**src/rtl/data_mem_arbiter.sv**
```systemverilog
// Shares the single data_mem port between the CPU load/store path and an
// external requester. The CPU has priority, external waits are bounded by aging, and locked bursts are bounded by a beat count.
module data_mem_arbiter #(
  parameter int MAX_WAIT  = 3,
  parameter int MAX_BURST = 4
) (
  input  logic        clk_pi,
  input  logic        reset_pi,
  input  logic        clk_en_pi,
  input  logic        cpu_req_pi,
  input  logic        cpu_write_pi,
  input  logic [15:0] cpu_addr_pi,
  input  logic [15:0] cpu_wdata_pi,
  output logic [15:0] cpu_rdata_po,
  output logic        cpu_stall_po,
  input  logic        ext_req_pi,
  input  logic        ext_lock_pi,
  input  logic        ext_write_pi,
  input  logic [15:0] ext_addr_pi,
  input  logic [15:0] ext_wdata_pi,
  output logic        ext_gnt_po,
  output logic [15:0] ext_rdata_po,
  output logic        ext_rvalid_po,
  output logic        mem_write_po,
  output logic [15:0] mem_addr_po,
  output logic [15:0] mem_wdata_po,
  input  logic [15:0] mem_rdata_pi
);

  typedef enum logic {ARB, BURST} state_e;

  localparam logic [3:0] WAIT_MAX  = 4'(MAX_WAIT);
  localparam logic [3:0] BURST_MAX = 4'(MAX_BURST);
  localparam logic       BURST_OK  = (MAX_BURST > 1);

  state_e      state_q, state_d;
  logic [3:0]  wait_cnt_q, wait_cnt_d;
  logic [3:0]  burst_cnt_q, burst_cnt_d;
  logic        cpu_turn_q, cpu_turn_d;
  logic [15:0] ext_rdata_q, ext_rdata_d;
  logic        ext_rvalid_q, ext_rvalid_d;

  logic        en;
  logic        aged;
  logic        ext_own;
  logic        cpu_gnt;
  logic        limit_exit;
  logic [3:0]  burst_inc;

  // Grant decision is purely combinational so the access happens in the
  // same cycle it is granted.
  always_comb begin
    en      = clk_en_pi & ~reset_pi;
    aged    = (wait_cnt_q == WAIT_MAX) & ~cpu_turn_q;
    ext_own = en & ext_req_pi & ((state_q == BURST) | ~cpu_req_pi | aged);
    cpu_gnt = en & cpu_req_pi & ~ext_own;
  end

  assign ext_gnt_po    = ext_own;
  assign cpu_stall_po  = en & cpu_req_pi & ext_own;
  assign cpu_rdata_po  = mem_rdata_pi;
  assign ext_rdata_po  = ext_rdata_q;
  assign ext_rvalid_po = ext_rvalid_q;

  always_comb begin
    mem_write_po = 1'b0;
    mem_addr_po  = '0;
    mem_wdata_po = '0;
    if (ext_own) begin
      mem_write_po = ext_write_pi;
      mem_addr_po  = ext_addr_pi;
      mem_wdata_po = ext_wdata_pi;
    end else if (en) begin
      mem_write_po = cpu_gnt & cpu_write_pi;
      mem_addr_po  = cpu_addr_pi;
      mem_wdata_po = cpu_wdata_pi;
    end
  end

  always_comb begin
    state_d      = state_q;
    wait_cnt_d   = wait_cnt_q;
    burst_cnt_d  = burst_cnt_q;
    cpu_turn_d   = cpu_turn_q;
    ext_rdata_d  = ext_rdata_q;
    ext_rvalid_d = 1'b0;
    limit_exit   = 1'b0;
    burst_inc    = burst_cnt_q + 4'd1;

    if (ext_own && !ext_write_pi) begin
      ext_rdata_d  = mem_rdata_pi;
      ext_rvalid_d = 1'b1;
    end

    case (state_q)
      ARB: begin
        if (ext_own) begin
          wait_cnt_d = '0;
          if (ext_lock_pi && BURST_OK) begin
            state_d     = BURST;
            burst_cnt_d = 4'd1;
          end
        end else if (ext_req_pi) begin
          wait_cnt_d = (wait_cnt_q == WAIT_MAX) ? wait_cnt_q : wait_cnt_q + 4'd1;
        end else begin
          wait_cnt_d = '0;
        end
      end
      BURST: begin
        if (!ext_req_pi) begin
          state_d     = ARB;
          wait_cnt_d  = '0;
          burst_cnt_d = '0;
        end else begin
          burst_cnt_d = burst_inc;
          limit_exit  = (burst_inc >= BURST_MAX);
          if (!ext_lock_pi || limit_exit) begin
            state_d    = ARB;
            wait_cnt_d = '0;
          end
        end
      end
      default: state_d = ARB;
    endcase

    // A limit exit must still leave the CPU its guaranteed turn.
    if (cpu_gnt || !cpu_req_pi) cpu_turn_d = 1'b0;
    if (limit_exit)             cpu_turn_d = 1'b1;
  end

  always_ff @(posedge clk_pi) begin
    if (reset_pi) begin
      state_q      <= ARB;
      wait_cnt_q   <= '0;
      burst_cnt_q  <= '0;
      cpu_turn_q   <= 1'b0;
      ext_rdata_q  <= '0;
      ext_rvalid_q <= 1'b0;
    end else if (clk_en_pi) begin
      state_q      <= state_d;
      wait_cnt_q   <= wait_cnt_d;
      burst_cnt_q  <= burst_cnt_d;
      cpu_turn_q   <= cpu_turn_d;
      ext_rdata_q  <= ext_rdata_d;
      ext_rvalid_q <= ext_rvalid_d;
    end
  end

endmodule

```
**config.mk**
```make
export PLATFORM = sky130hd
export DESIGN_NAME = data_mem_arbiter
export DESIGN_NICKNAME = d
export VERILOG_FILES = /design/src/rtl/data_mem_arbiter.sv
export SDC_FILE = /design/constraint.sdc
export NUM_CORES = 1
export LEC_CHECK = 0
export CORE_MARGIN = 2
export CORE_UTILIZATION = 32
export DETAILED_ROUTE_END_ITERATION = 6
export GPL_TIMING_DRIVEN = 0
export HOLD_SLACK_MARGIN = 0.15
export PLACE_DENSITY = 0.82
export REMOVE_ABC_BUFFERS = 1
export SLEW_MARGIN = 20
export SYNTH_ARGS = -nofsm -noshare
export SYNTH_HDL_FRONTEND = slang
export SYNTH_SLANG_ARGS = --single-unit
```
**constraint.sdc**
```tcl
create_clock -name clk_pi -period 2.6 [get_ports clk_pi]
set_input_delay 0.52 -clock clk_pi [delete_from_list [all_inputs] [get_ports clk_pi]]
set_output_delay 0.52 -clock clk_pi [all_outputs]
set_load 0.05 [all_outputs]
```
==> results.ini <==
[final_layout]
layout.filler_cells = 489
n_antenna_cell = 0
post_route_cells_drive_above_1_share = 0.1739
finalNetCount = 505
syn2layout_area_growth_pct = 96.02
layoutNonFillerInstCount = 486
post-route-util = 0.6453

[clock_network]
cts_buffers = 3
cts_tree = built
cts_htree_levels = 1
clkTransAtPathRegs_ns = 0.09
clock_insertion_delay_worst_skew_ns = 0.27
cts_max_path_buffers = 2
clk_root_buf = clkbuf_8
cts.sink_count = 27

[placement]
dp.final_hpwl_um = 4840
placed_cells_incl_taps = 469
place.port_buffers = 155
place.gp.congestion = 0.8206
place_worst_setup_slack_ns = -3.619

[grt]
grt_pass1_vias = 2364
grt_usage = 0.2362
first_pass_grt_wire_length_um = 11650
global_route_overflow = 0
grt_antenna_before_repair = 0
grt_start_max_net_pins = 33

[route]
routed-via-count = 2488
ant_nets = 0
drc_violations = 0
detailedRoute.firstIterationViolations = 63
totalWireLength_um = 7710
drt_pre_antenna_iters = 4
detail_route.wl_per_cell_um = 15.86
viasPerCell = 5.119

[power]
peakVddDrop_mv = 0.3045
power.net_switching_uw = 431.4
leakagePower_nw = 1.284
p_comb_frac = 0.435
power_per_cell_area_mw_per_mm2 = 337.9
power_report.internal_total_uw = 754.4
power.share.switching = 0.3638
p_seq_frac = 0.361
power.share.clock = 0.204

[worst_setup_path]
endpoint_kind = output pin
r2r_start = wait_cnt_q[0]
r2r.worst_path.cells = 9
reg2reg_setup_slack_ns = 0.29
critPathLaunchType = primary input
crit_family = simple AND/OR/NAND/NOR gates
endpoint_arrival_time_on_the_critical_path_ns = 2.05
crit_path_top_delay_cell = and2b_4
critical_path.max_stage_delay_ns = 0.41
critical_path_buf_inv_count = 2
critPathKind = primary input to output pin
critical_path_required_ns = 2.08
cp_cell_sequence = clkbuf_4 > and2b_4 > o311a_4 > nand2_1 > o21ai_1 > buf_4
crit_fanout = 32
r2r-end = ext_rdata_po[10]

[die]
ioPinCount = 156
num_rows = 27
vertical_die_dimension_um = 78.80
fp.dieW_um = 78.80
initial_core_utilization = 0.3292
core_mm2 = 0.005439
floorplan.die_area_mm2 = 0.006209

[hold_path]
hold_path.class = flop to flop
min_to = ext_rdata_po[4]
min-delay-start = ext_rdata_po[4]
holdPathStages = 2

[synthesis]
ys_seq_area_frac = 0.3019
postSynthRegisterBits = 27
postSynth.topFlopCell = dfxtp_1
synth.lib_cells_used.distinct = 34
syn_avg_cell_area_um2 = 6.464
ys.warnings.count = 0
synth_area_mm2 = 0.001790
share_of_async_settable_or_async_resettable_flops_after_synthesis = 0
netlist_instances = 277
edff_count_synth = 0

[sta]
setup_viol = 0
final-hold-violation-count = 0
slew_headroom = 0.5695
timing.hold.ws_ns = 0.4584
achievable-frequency_ghz = 0.3895
timing.clock.skew_ns = 0.001526
final.setup.worst_slack_ns = 0.03270
max_transition_viols_final = 0
worst-slew-pin-transition_ns = 0.6457
period_minus_slack_ns = 2.567
final_period_utilization = 0.9874

[outcome]
outcome = finished, final reports clean

[job]
drv.max_cap_violation_count = 0

[layout make-up]
class	instances	area, um^2	share of cell area
clock buffers	3	41.29	0.01176
clock inverters	1	7.507	0.002139
inverters	7	26.28	0.007487
multi-input cells	214	1234	0.3515
flip-flops and latches	27	543.0	0.1547
well taps	72	90.09	0.02567
repair buffers	162	1568	0.4467
[layer usage]
layer / global-route usage / part of all wire
met4: 0.05789 / 0.018
met3: 0.05682 / 0.096
met1: 0.2775 / 0.40
met5: 0 / 0
met2: 0.4299 / 0.49
[worst min-delay path, cell delays in order (launching register included)]
cell,delay (ns)
dfxtp_1,0.32
nand2_1,0.05
a21oi_1,0.05
[worst max-delay path by stage]
stage	from	end	cells after the start
6_report	reset_pi	mem_addr_po[8]	6
5_1_grt	reset_pi	mem_addr_po[8]	6
4_1_cts	wait_cnt_q[0]	mem_wdata_po[3]	7
3_5_place_dp	reset_pi	mem_write_po	6
3_3_place_gp	reset_pi	mem_write_po	6
2_1_floorplan	reset_pi	mem_write_po	4
[flip-flops by register name (all words and copies together), names as in the netlist]
register / cells
burst_cnt_q: 4
ext_rvalid_po: 1
ext_rdata_po: 16
wait_cnt_q: 4
state_q: 1
cpu_turn_q: 1
[stage by stage]
step	TNS [ns]	area [um^2]	total power, mW
6_report	0	3510	1.186
3_3_place_gp	-160.82	3222	0.9121
4_1_cts	-0.002243	3371	1.170
5_1_grt	-0.04691	3510	1.238
3_5_place_dp	-160.14	3222	0.9143
2_1_floorplan	-43.26	1580	0.6177
[cells in the final DEF (no fill, tap or decap), types with 3 or more instances in the layout]
cell               n
a21oi_1           28
buf_4             28
buf_6              9
buf_8              3
clkbuf_8           3
clkdlybuf4s50_1  116
dfxtp_1           25
inv_1              6
nand2_1          103
nand2b_1           3
nand3_1            6
nor2_1             3
o21ai_1           27
o21ai_2            4
o21ai_4            5
o311a_4            5
or3_1              3
[synthesized netlist by cell type, types with 2 or more instances]
cell | n | area (um^2)
nand2_1 | 103 | 386.6
o21ai_1 | 36 | 180.2
a21oi_1 | 28 | 140.1
dfxtp_1 | 27 | 540.5
buf_4 | 17 | 127.6
clkbuf_1 | 11 | 41.29
inv_1 | 7 | 26.28
buf_2 | 6 | 30.03
nand3_1 | 6 | 30.03
nand2b_1 | 3 | 18.77
nor2_1 | 3 | 11.26
or3_1 | 3 | 18.77
and2_1 | 2 | 12.51
ha_1 | 2 | 25.02
nor3_1 | 2 | 10.01
o32ai_1 | 2 | 17.52
or3b_1 | 2 | 17.52
[power by group through the flow]
stage / Combinational, mW / Clock [mW] / Sequential, mW
2_1_floorplan: 0.170 / 0 / 0.448
3_3_place_gp: 0.478 / 0 / 0.435
3_5_place_dp: 0.479 / 0 / 0.435
4_1_cts: 0.493 / 0.249 / 0.427
5_1_grt: 0.540 / 0.268 / 0.429
6_report: 0.516 / 0.242 / 0.428
[kinds of logic (layout without fill, tap and decap cells)]
kind of cell,count (synthesis),count (layout),share of synthesized area
fa+ha+maj,2,2,0.01397
flops,27,27,0.3019
buf+inv,42,173,0.1321
compound gates,75,79,0.2404
simple gates,131,133,0.3117
[repair_timing]
action / 4_1_cts / 5_1_grt
hold buffers: 0 / 0
gates resized for setup: 231 / 35
pin swaps: 2 / 10
gates cloned: 6 / 0
endpoints found under the setup margin: 62 / 26
buffers inserted: 6 / 2
(Power assumes the default switching activity.)
